File: src/rtl/scandoubler_vid_sched.sv
// Video-side burst scheduler for the scandoubler SDRAM controller: input FIFO feeding
// 8-word write bursts, 8-word read prefetch into the output FIFO, triple-buffered frames.
module scandoubler_vid_sched #(
  parameter int LINE_WORDS = 640,
  parameter int BURST      = 8
) (
  input  logic        clk_96,
  input  logic        reset,
  input  logic        in_frame_start,
  input  logic        in_line_start,
  input  logic        in_valid,
  input  logic [15:0] in_d,
  output logic        vidin_req,
  output logic [1:0]  vidin_frame,
  output logic [10:0] vidin_row,
  output logic [10:0] vidin_col,
  output logic [15:0] vidin_d,
  input  logic        vidin_ack,
  input  logic        out_frame_start,
  input  logic        out_line_start,
  input  logic [10:0] out_row,
  input  logic        out_rd,
  output logic [15:0] out_q,
  output logic        out_empty,
  output logic        vidout_req,
  output logic [1:0]  vidout_frame,
  output logic [10:0] vidout_row,
  output logic [10:0] vidout_col,
  input  logic [15:0] vidout_q,
  input  logic        vidout_ack,
  output logic        in_overflow,
  output logic        out_underflow
);

  localparam int IN_DEPTH  = 16;
  localparam int OUT_DEPTH = 32;
  localparam int QUIET     = 24;

  typedef enum logic [1:0] {W_IDLE, W_REQ, W_BURST} wstate_t;
  typedef enum logic [1:0] {R_IDLE, R_REQ, R_BURST, R_FLUSH} rstate_t;

  // Lowest-numbered frame that is neither being written nor being displayed.
  function automatic logic [1:0] free_frame(input logic [1:0] a, input logic [1:0] b);
    if (a != 2'd0 && b != 2'd0)      return 2'd0;
    else if (a != 2'd1 && b != 2'd1) return 2'd1;
    else                             return 2'd2;
  endfunction

  wstate_t     wstate, wstate_nxt;
  rstate_t     rstate, rstate_nxt;

  logic [15:0] in_mem [IN_DEPTH];
  logic [3:0]  in_rptr, in_wptr;
  logic [4:0]  in_cnt;
  logic        in_push, in_pop;

  logic [15:0] out_mem [OUT_DEPTH];
  logic [4:0]  out_rptr, out_wptr;
  logic [5:0]  out_cnt;
  logic        out_push, out_pop;

  logic        line_pend, frame_pend, line_apply, frame_apply;
  logic        row_zero, wr_done;
  logic [2:0]  wcnt;
  logic [1:0]  last_done;

  logic [2:0]  rcnt;
  logic [4:0]  qcnt;
  logic [10:0] pend_row;
  logic        rd_accept, rd_done, flush_done, rd_room;
  logic [3:0]  rd_outstanding;

  // Line/frame starts only take effect between bursts so the burst address never moves.
  assign line_apply  = (in_line_start  | line_pend)  && (wstate != W_BURST);
  assign frame_apply = (in_frame_start | frame_pend) && (wstate != W_BURST);

  assign in_push = in_valid && (line_apply || in_cnt != 5'(IN_DEPTH));
  assign in_pop  = vidin_ack && (in_cnt != 5'd0) && !line_apply;
  assign vidin_d = (in_cnt != 5'd0) ? in_mem[in_rptr] : 16'd0;

  always_comb begin
    wstate_nxt = wstate;
    wr_done    = 1'b0;
    case (wstate)
      W_IDLE:  if (!line_apply && !frame_apply && in_cnt >= 5'(BURST) &&
                   vidin_col < 11'(LINE_WORDS))
                 wstate_nxt = W_REQ;
      W_REQ:   if (line_apply || frame_apply) wstate_nxt = W_IDLE;
               else if (vidin_ack)            wstate_nxt = W_BURST;
      W_BURST: if (vidin_ack && wcnt == 3'(BURST - 1)) begin
                 wstate_nxt = W_IDLE;
                 wr_done    = 1'b1;
               end
      default: wstate_nxt = W_IDLE;
    endcase
  end

  always_ff @(posedge clk_96) begin
    if (reset) begin
      wstate      <= W_IDLE;
      vidin_req   <= 1'b0;
      wcnt        <= 3'd0;
      line_pend   <= 1'b0;
      frame_pend  <= 1'b0;
      row_zero    <= 1'b1;
      vidin_row   <= 11'd0;
      vidin_col   <= 11'd0;
      vidin_frame <= 2'd0;
      last_done   <= 2'd2;
      in_overflow <= 1'b0;
      in_rptr     <= 4'd0;
      in_wptr     <= 4'd0;
      in_cnt      <= 5'd0;
    end else begin
      wstate     <= wstate_nxt;
      vidin_req  <= (wstate_nxt == W_REQ) || (wstate_nxt == W_BURST);
      line_pend  <= line_apply  ? 1'b0 : (line_pend  | in_line_start);
      frame_pend <= frame_apply ? 1'b0 : (frame_pend | in_frame_start);
      if (wstate != W_IDLE && vidin_ack && !line_apply && !frame_apply)
        wcnt <= wcnt + 3'd1;
      if (frame_apply) begin
        last_done   <= vidin_frame;
        vidin_frame <= free_frame(vidin_frame, vidout_frame);
      end
      if (line_apply) begin
        vidin_row <= (row_zero || frame_apply) ? 11'd0 : vidin_row + 11'd1;
        vidin_col <= 11'd0;
        row_zero  <= 1'b0;
      end else begin
        if (frame_apply) row_zero <= 1'b1;
        if (wr_done)     vidin_col <= vidin_col + 11'(BURST);
      end
      if ((in_valid && !line_apply && in_cnt == 5'(IN_DEPTH)) ||
          (vidin_ack && in_cnt == 5'd0))
        in_overflow <= 1'b1;
      if (line_apply) begin
        in_rptr <= 4'd0;
        in_wptr <= in_push ? 4'd1 : 4'd0;
        in_cnt  <= in_push ? 5'd1 : 5'd0;
      end else begin
        if (in_push) in_wptr <= in_wptr + 4'd1;
        if (in_pop)  in_rptr <= in_rptr + 4'd1;
        in_cnt <= in_cnt + 5'(in_push) - 5'(in_pop);
      end
    end
  end

  always_ff @(posedge clk_96) begin
    if (in_push) in_mem[line_apply ? 4'd0 : in_wptr] <= in_d;
  end

  // Read side: prefetch only while the burst in flight plus the FIFO still fits a burst.
  assign rd_accept      = ((rstate == R_REQ) || (rstate == R_BURST)) && !out_line_start;
  assign rd_outstanding = ((rstate == R_REQ) || (rstate == R_BURST)) ?
                          4'(BURST) - {1'b0, rcnt} : 4'd0;
  assign rd_room        = (7'(OUT_DEPTH) - {1'b0, out_cnt} - {3'b0, rd_outstanding})
                          >= 7'(BURST);

  assign out_pop   = out_rd && (out_cnt != 6'd0) && !flush_done;
  assign out_push  = rd_accept && vidout_ack && (out_cnt != 6'(OUT_DEPTH) || out_pop);
  assign out_empty = (out_cnt == 6'd0);
  assign out_q     = out_empty ? 16'd0 : out_mem[out_rptr];

  always_comb begin
    rstate_nxt = rstate;
    rd_done    = 1'b0;
    flush_done = 1'b0;
    if (out_line_start) begin
      rstate_nxt = R_FLUSH;
    end else begin
      case (rstate)
        R_IDLE:  if (vidout_col < 11'(LINE_WORDS) && rd_room) rstate_nxt = R_REQ;
        R_REQ:   if (vidout_ack) rstate_nxt = R_BURST;
        R_BURST: if (vidout_ack && rcnt == 3'(BURST - 1)) begin
                   rstate_nxt = R_IDLE;
                   rd_done    = 1'b1;
                 end
        R_FLUSH: if (!vidout_ack && qcnt == 5'(QUIET - 1)) begin
                   rstate_nxt = R_IDLE;
                   flush_done = 1'b1;
                 end
        default: rstate_nxt = R_IDLE;
      endcase
    end
  end

  always_ff @(posedge clk_96) begin
    if (reset) begin
      rstate        <= R_IDLE;
      vidout_req    <= 1'b0;
      rcnt          <= 3'd0;
      qcnt          <= 5'd0;
      pend_row      <= 11'd0;
      vidout_row    <= 11'd0;
      vidout_col    <= 11'd0;
      vidout_frame  <= 2'd2;
      out_underflow <= 1'b0;
      out_rptr      <= 5'd0;
      out_wptr      <= 5'd0;
      out_cnt       <= 6'd0;
    end else begin
      rstate     <= rstate_nxt;
      vidout_req <= (rstate_nxt == R_REQ) || (rstate_nxt == R_BURST);
      if (out_line_start)              rcnt <= 3'd0;
      else if (rd_accept && vidout_ack) rcnt <= rcnt + 3'd1;
      if (out_line_start || vidout_ack) qcnt <= 5'd0;
      else if (rstate == R_FLUSH)       qcnt <= qcnt + 5'd1;
      if (out_line_start) pend_row <= out_row;
      if (flush_done) begin
        vidout_row <= pend_row;
        vidout_col <= 11'd0;
      end else if (rd_done) begin
        vidout_col <= vidout_col + 11'(BURST);
      end
      if (out_frame_start) vidout_frame <= last_done;
      if (out_rd && out_cnt == 6'd0) out_underflow <= 1'b1;
      if (flush_done) begin
        out_rptr <= 5'd0;
        out_wptr <= 5'd0;
        out_cnt  <= 6'd0;
      end else begin
        if (out_push) out_wptr <= out_wptr + 5'd1;
        if (out_pop)  out_rptr <= out_rptr + 5'd1;
        out_cnt <= out_cnt + 6'(out_push) - 6'(out_pop);
      end
    end
  end

  always_ff @(posedge clk_96) begin
    if (out_push) out_mem[out_wptr] <= vidout_q;
  end

endmodule

File: config.mk
export PLATFORM = sky130hd
export DESIGN_NAME = scandoubler_vid_sched
export DESIGN_NICKNAME = d
export VERILOG_FILES = /design/src/rtl/scandoubler_vid_sched.sv
export SDC_FILE = /design/constraint.sdc
export NUM_CORES = 1
export LEC_CHECK = 0
export CORE_MARGIN = 2
export CORE_UTILIZATION = 30
export CTS_CLUSTER_SIZE = 30
export DETAILED_ROUTE_END_ITERATION = 10
export PLACE_DENSITY_LB_ADDON = 0.05
export SETUP_SLACK_MARGIN = 0.2
export SYNTH_ARGS = -nofsm -noshare
export SYNTH_HDL_FRONTEND = slang
export SYNTH_SLANG_ARGS = --single-unit
File: constraint.sdc
create_clock -name clk_96 -period 2.9 [get_ports clk_96]
set_input_delay 0.29 -clock clk_96 [delete_from_list [all_inputs] [get_ports clk_96]]
set_output_delay 0.29 -clock clk_96 [all_outputs]
set_load 0.01 [all_outputs]
==> flow_metrics.tcl, run 1 <==
set metrics [dict create \
    status "complete, but fails checks" \
    violations "setup timing" \
    drive_gt1_share_pct 36.5 \
    leakagePower_nw 14.4 \
    path_class "reg -> out" \
    clock_sinks 883 \
    synthToLayoutAreaGrowth_pct 29.1 \
    maxCapViolCount 0 \
    vias_per_cell 4.73 \
    irDropWorstVdd_uv 406 \
    coreArea_um2 115000 \
    fin_ws_ns -0.396 \
    fillers 10400 \
    cp.required_ns 2.61 \
    critPathBufInv 6 \
    num_rows 124 \
    route.vias.total 17800 \
    place_area_um2 39900 \
    synth_common_cells "edfxtp_1, mux4_2, nor2_1" \
    crit_path_end_kind "primary output" \
    ys.flop_type "edfxtp_1" \
    layout_min_cycle_time_ns 3.30 \
    insertedDiodeCount 0 \
    cts-root-buf "clkbuf_16" \
    finalHoldViolCount 0 \
    cts.path.max_buffers 3 \
    synth_most_common_cell "edfxtp_1" \
    drtIter0Drc 978 \
    finalCritPeriodShare_pct 114 \
    nets 2284 \
    ys_seq_area_share_pct 73.2 \
    critPathMaxFanout 5 \
    max_freq_mhz 303 \
    p_per_area_nw_per_um2 761 \
    slowest_stage "mux4_2" \
    start_kind "flop" \
    grt_pass1_wl_um 134000 \
    synth-edff-count 768 \
    start_util_pct 30.3 \
    netlist_instances 1779 \
    path_clk_slew_ns 0.06 \
    die_w_um 344 \
    setup_viol 34 \
    hp-class "in -> reg" \
    ios 138 \
    fp.dieH_um 344 \
    ys_types 50 \
    drt_first_pass_iters 4 \
    postSynthAreaPerCell_um2 19.5 \
    wirelength_um 93200 \
    ant_nets 0 \
    fin_area_um2 44700 \
    grt_max_degree 36 \
    htreeDepth 3 \
    synth_area_leader_cell "edfxtp_1" \
    grt-ovfl-total 0 \
    place.gp.congestion 0.727 \
    dieArea_um2 118000 \
    first_global_vias 18900 \
    synth.top_cell.area_share_pct 66.6 \
    post-place-ws_ns -0.168 \
    finalMaxSlewViolations 0 \
    port_buffers 131 \
    synth_area_um2 34600 \
    antenna_found_initial 1 \
    yosys-top-cells-area "edfxtp_1, mux4_2, dfxtp_1" \
    yosysWarnings 0 \
    rsz0062_at_grt "true" \
    cts_buffers 101 \
    cts_tree "built" \
    ys_ff_latch 883 \
    wl_per_cell_um 24.7 \
    grtUsageTotal_pct 15.9 \
    p_total_mw 34.0 \
    cp.arrival_ns 3.01 \
    clock_skew_ns 0.0218 \
    synthArstFlopShare_pct 0 \
    path_common_cell "buf_12" \
    path_cells "buf_12 -> buf_12 -> buf_16 -> buf_12 -> mux4_2 -> mux4_2 -> nand3_2 -> o21ai_1 -> buf_4 -> buf_6" \
    critPathMaxStageDelay_ns 0.52 \
    critPathTopFamily "multiplexers" \
    timing.slew.headroom_pct 42.0 \
    dpl.hpwl_um 54200 \
    clkLatencyLatePin_ns 0.69 \
    worst_slew_pin_slew_ns 0.870 \
    drc 0 \
]
[worst paths after layout]
path           startpoint       endpoint  slack, ns  cells after the start
min reg2reg  last_done[1]   last_done[1]       0.47                      2
max                  flop       out_q[4]      -0.40                     10
max reg2reg     rstate[0]     vidout_req      -0.07                     11
min                 reset  vidout_row[0]       0.12                      2
[final cells by class]
class / count / area (um2) / area share, %
clock buffers: 126 / 2650 / 5.93
multi-input cells: 768 / 9410 / 21.0
clock inverters: 53 / 490 / 1.10
inverters: 49 / 209 / 0.467
repair buffers: 380 / 4690 / 10.5
flip-flops and latches: 883 / 25400 / 56.8
well taps: 1512 / 1890 / 4.23
[cells in the final DEF (no fill, tap or decap), drive strengths merged, types with 4 or more instances in the layout]
cell	n
nor2	148
nand2b	9
nor2b	20
buf	279
nand3b	8
o21bai	4
a21oi	30
and3	8
bufinv	7
dfxtp	115
clkinvlp	4
mux4	240
conb	6
inv	54
o21ai	30
clkdlybuf4s50	98
clkbuf	129
clkinv	37
nor3	12
ha	45
mux2i	33
nand3	29
xor2	30
xnor2	15
or3	10
nand4	15
edfxtp	768
nand2	41
[through the flow]
step | instances | utilization (%) | hold slack [ns] | TNS [ns]
floorplan | 1784 | - | 0.366 | -8.48
global placement | 3513 | 34.8 | 0.458 | -0.469
detailed placement | 3513 | 34.8 | 0.468 | -0.694
CTS | 3744 | 38.5 | 0.0334 | -9.89
global route | 3771 | 39.1 | 0.115 | -11.72
finish | 3771 | 39.1 | 0.119 | -7.55
[kinds of logic (layout without fill, tap and decap cells)]
kind of cell,after synthesis,after routing,share of synthesized area (%)
buf+inv,133,608,1.59
other cells,1,6,0.0108
xor+xnor,45,45,1.14
compound gates,79,79,1.36
fa+ha+maj,48,48,1.80
mux,273,273,16.6
simple gates,317,317,4.32
flops,883,883,73.2
[sequential cells by signal, indices dropped and copies added (netlist names), 6 cells and up, named ones only]
register	flops
in_mem	256
out_cnt	6
out_mem	512
pend_row	11
vidin_col	8
vidin_row	11
vidout_col	8
vidout_row	11
[routing by layer]
metal | routed length (um) | up-vias | GRT usage [%]
li1 | - | 7950 | -
met1 | 39800 | 9464 | 20.3
met2 | 48500 | 282 | 28.0
met3 | 3000 | 121 | 2.67
met4 | 1850 | 2 | 3.90
met5 | 8 | - | 0
[power breakdown]
part | switching, mW | internal (mW) | leakage (nW) | total [mW]
combinational | 3.50 | 4.20 | 5.03 | 7.70
sequential | 0.135 | 14.0 | 7.86 | 14.1
clock | 5.12 | 7.09 | 1.53 | 12.2
total | 8.75 | 25.3 | 14.4 | 34.0
[repair_timing]
action / in CTS / in global routing
gates cloned: 15 / 3
endpoints found under the setup margin: 54 / 223
pin swaps: 18 / 20
gates resized for setup: 276 / 67
setup buffers: 37 / 24
hold buffers: 0 / 0
(Power assumes the default switching activity.)
==> run 2, diff against run 1 <==
--- a/config.mk
+++ b/config.mk
@@ -14,3 +14,4 @@
 export SYNTH_ARGS = -nofsm -noshare
 export SYNTH_HDL_FRONTEND = slang
 export SYNTH_SLANG_ARGS = --single-unit
+export TNS_END_PERCENT = 5
==> flow_metrics.tcl, run 2 (same netlist as run 1, synthesis figures left out) <==
set metrics [dict create \
    p_per_area_nw_per_um2 766 \
    irDropWorstVdd_uv 479 \
    cts-root-buf "clkbuf_16" \
    wirelength_um 93400 \
    drive_gt1_share_pct 36.3 \
    start_kind "flop" \
    hold_slack_ns 0.227 \
    path_class "reg -> out" \
    antenna_found_initial 2 \
    fin_area_um2 44500 \
    p_total_mw 34.1 \
    grt_pass1_wl_um 135000 \
    drtIter0Drc 1033 \
    setup_viol 34 \
    route.vias.total 17700 \
    drt_first_pass_iters 5 \
    max_freq_mhz 313 \
    fin_util_pct 38.8 \
    post-place-ws_ns -0.180 \
    htreeDepth 3 \
    largest_reg_flops 512 \
    timing.slew.headroom_pct 41.5 \
    hp-class "in -> reg" \
    ios 138 \
    drc 0 \
    clock_sinks 883 \
    fp.dieH_um 344 \
    nets 2270 \
    violations "setup timing" \
    grt_max_degree 39 \
    wl_per_cell_um 24.8 \
    finalCritPeriodShare_pct 110 \
    vias_per_cell 4.71 \
    largestRegisters "out_mem: 512 flops, in_mem: 256 flops" \
    cts_tree "built" \
    die_w_um 344 \
    crit_path_end_kind "primary output" \
    synthToLayoutAreaGrowth_pct 28.4 \
    clkLatencyLatePin_ns 0.68 \
    cp.arrival_ns 2.90 \
    largest_register "out_mem" \
    ant_nets 0 \
    place_area_um2 39800 \
    cts.path.max_buffers 3 \
    final_common_cell "edfxtp_1" \
    insertedDiodeCount 0 \
    cp.required_ns 2.61 \
    worst_slew_pin_slew_ns 0.878 \
    rsz0062_at_grt "true" \
    clock_skew_ns 0.0393 \
    start_util_pct 30.3 \
    place.gp.congestion 0.726 \
    num_rows 124 \
    fin_ws_ns -0.293 \
    grtUsageTotal_pct 16.0 \
    grt-ovfl-total 0 \
    leakagePower_nw 14.3 \
    critPathMaxFanout 8 \
    r2r_cells 11 \
    maxCapViolCount 0 \
    coreArea_um2 115000 \
    final_cell_mix "edfxtp_1, mux4_2, buf_4, clkbuf_16, dfxtp_1" \
    port_buffers 131 \
    fillers 10500 \
    path_clk_slew_ns 0.06 \
    dpl.hpwl_um 56400 \
    finalHoldViolCount 0 \
    layout_min_cycle_time_ns 3.19 \
    dieArea_um2 118000 \
    finalMaxSlewViolations 0 \
    first_global_vias 19000 \
    cts_buffers 101 \
    status "complete, but fails checks" \
    hold_depth 3 \
]
[run 2: changes by cell type in the layout (fill, tap and decap cells not counted), sizes merged, moves of 2 or more]
cell / before / now
clkinvlp: 4 / 6
buf: 279 / 265
clkbuf: 129 / 131
inv: 54 / 50
bufinv: 7 / 10
clkinv: 37 / 41
[run 2: worst paths after layout]
| path | slack, ns | to | startpoint |
|---|---|---|---|
| worst max-delay path | -0.29 | out_q[13] | flop |
| worst max register to register | -0.05 | vidout_req | rstate[1] |
| worst min register to register | 0.47 | out_underflow | out_underflow |
| worst min-delay path | 0.23 | pend_row[5] | out_row[5] |
[run 2: metrics by stage]
stage | instances | setup TNS, ns
after floorplan | 1784 | -2.83
after global placement | 3521 | -2.04
after detailed placement | 3521 | -2.20
after CTS | 3743 | -8.79
after global routing | 3765 | -10.01
final | 3765 | -5.81
[run 2: per-layer routing]
metal | global-route usage [%] | vias to the layer above | routed length [um]
met1 | 21.1 | 9374 | 41400
met5 | 0 | - | 25
met3 | 2.90 | 124 | 3510
met4 | 4.08 | 4 | 1900
li1 | - | 7920 | -
met2 | 27.1 | 305 | 46700
[run 2: timing repair]
item	in CTS	in global routing
endpoints found under the hold margin	16	0
endpoints found under the setup margin	119	454
hold buffers	1	0
gates cloned	9	2
pin swaps	4	10
gates resized for setup	243	70
buffers inserted	25	20
[run 2: critical path, stage by stage (launching register included)]
cell and delay (ns):
dfxtp_4 0.38, buf_12 0.16, buf_12 0.12, buf_16 0.13
buf_6 0.09, mux4_2 0.50, mux4_2 0.49, nand3_2 0.11
o21ai_4 0.09, buf_6 0.14
[run 2: cell type report]
cell class              count  area, um2  share of cell area [%]
well taps                1512       1890                    4.26
multi-input cells         768       9340                    21.0
inverters                  49        201                   0.453
repair buffers            366       4310                    9.68
clock inverters            58        659                    1.48
flip-flops and latches    883      25400                    57.1
clock buffers             129       2670                    6.01
[run 2: power by group]
group          total [mW]  internal [mW]  switching, mW
Sequential           14.1           14.0          0.110
Combinational        7.24           3.86           3.38
Clock                12.7           7.45           5.28
Total                34.1           25.3           8.78
==> variant (config.mk and constraints of run 1) <==
Re-encode `wstate_t` (3 states) as one-hot, 3 bits wide.
--- a/src/rtl/scandoubler_vid_sched.sv
+++ b/src/rtl/scandoubler_vid_sched.sv
@@ -36,7 +36,7 @@
   localparam int OUT_DEPTH = 32;
   localparam int QUIET     = 24;
 
-  typedef enum logic [1:0] {W_IDLE, W_REQ, W_BURST} wstate_t;
+  typedef enum logic [2:0] {W_IDLE = 3'b001, W_REQ = 3'b010, W_BURST = 3'b100} wstate_t;
   typedef enum logic [1:0] {R_IDLE, R_REQ, R_BURST, R_FLUSH} rstate_t;
 
   // Lowest-numbered frame that is neither being written nor being displayed.
Behaviour: no difference found for any inputs over 4 cycles, from zero or initial values and one cycle with reset high; so few cycles prove little.
==> variant against run 1 <==
- the flow still finishes with violations (setup timing)
- via count up 2.3%
- synthesized area increased by 2.4%
- power rose by 1.4%
- critical path depth up 1
- global-route usage down 0.14 points
- final area increased by 1.9%
- worst setup slack better by 0.016 ns
- wire length grew 2.1%
- combinational power down 6.8%
- sequential cell count increased by 1
- register-to-register slack improved by 0.06 ns
- maximum frequency increased by 0.48%
- first-iteration DRC count up 14%
==> variant: results (changes against run 1) <==
Via density -> 4.74 (was 4.73)
Fraction of area in multi-input gates -> 21.2% (was 21.0%)
Non-CTS inverters -> 50 (was 49)
# setup viols final -> 33 (was 34)
Buffering overhead -> 10.8% (was 10.5%)
Placed cell areas -> 40400 µm² (was 39900 µm²)
Sequential portion of the cell area -> 55.7% (was 56.8%)
# fillers -> 10700 (was 10400)
Crit path DAT -> 2.99 ns (was 3.01 ns)
Hold endpoint -> pend_row[8]$_SDFFE_PP0P_ (was vidout_row[0]$_SDFFE_PP0P_)
Flop pwr share -> 40.9% (was 41.5%)
Worst Min Path Start -> out_row[8] (was reset)
Total CTS buffers -> 102 (was 101)
Worst Slack Setup Final -> -0.380 ns (was -0.396 ns)
CTS Hold Bufs -> 1 (was 0)
Drt pass-1 iters -> 5 (was 4)
Worst R2R Setup Slack -> -0.01 ns (was -0.07 ns)
Slowest stage delay, CP -> 0.48 ns (was 0.52 ns)
Post-Syn Area per Cell -> 19.7 µm² (was 19.5 µm²)
Failing checks -> setup timing (unchanged)
Seq cells post-synth -> 884 (was 883)
Clock tree cell share of total cell area -> 7.60% (was 7.03%)
R2R cell count -> 13 (was 11)
Hold path depth -> 3 (was 2)
Clk power -> 13.2 mW (was 12.2 mW)
Seq/Total Area, Yosys -> 71.6% (was 73.2%)
First-pass GRT wire length -> 138 mm (was 134 mm)
Synth cell count leaders -> 768 x edfxtp_1, 151 x mux4_2, 148 x nor2_1, 116 x dfxtp_1, 89 x mux4_1 (was 768 x edfxtp_1, 240 x mux4_2, 148 x nor2_1, 115 x dfxtp_1, 48 x inv_1)
Initial DRC count -> 1116 (was 978)
Total net switching power -> 8.61 mW (was 8.75 mW)
Worst Skew -> 0.0247 ns (was 0.0218 ns)
Non-CTS buffers -> 407 (was 380)
Normalized max-slew margin -> 48.5% (was 42.0%)
Postcts setup bufs -> 57 (was 37)
Wirelength, routed -> 95.1 mm (was 93.2 mm)
Status -> finished, violations left (unchanged)
Area delta synth->final -> 28.6% (was 29.1%)
Maximum VDD drop -> 0.502 mV (was 0.406 mV)
Dpl cells -> 3558 (was 3513)
## variant: cell count changes after synthesis, sizes merged, moves of 3 or more
cell | before | now
buf | 37 | 50
clkbuf | 47 | 36
clkinv | 0 | 5
nor3 | 12 | 17
inv | 49 | 45
nand2b | 9 | 6
nor2 | 148 | 151
o211ai | 0 | 3
## variant: kinds of logic (layout without fill, tap and decap cells)
logic type	Yosys count	in the layout	synth area share, %
other	1	6	0.0106
AND/OR/NAND/NOR	323	323	4.37
flip-flops	884	884	71.6
AO/OA/AOI/OAI	87	87	1.58
XOR/XNOR	45	45	1.11
multiplexers	272	272	17.1
buffers and inverters	138	646	2.51
adder cells (fa/ha/maj)	48	48	1.76
## variant: layer usage
metal	vias up	GRT usage (%)	part of all wire [%]
met3	124	2.36	3.3
met2	302	27.5	51
met5	-	0	0.022
met1	9666	20.2	43
met4	4	4.52	2.3
li1	8124	-	-
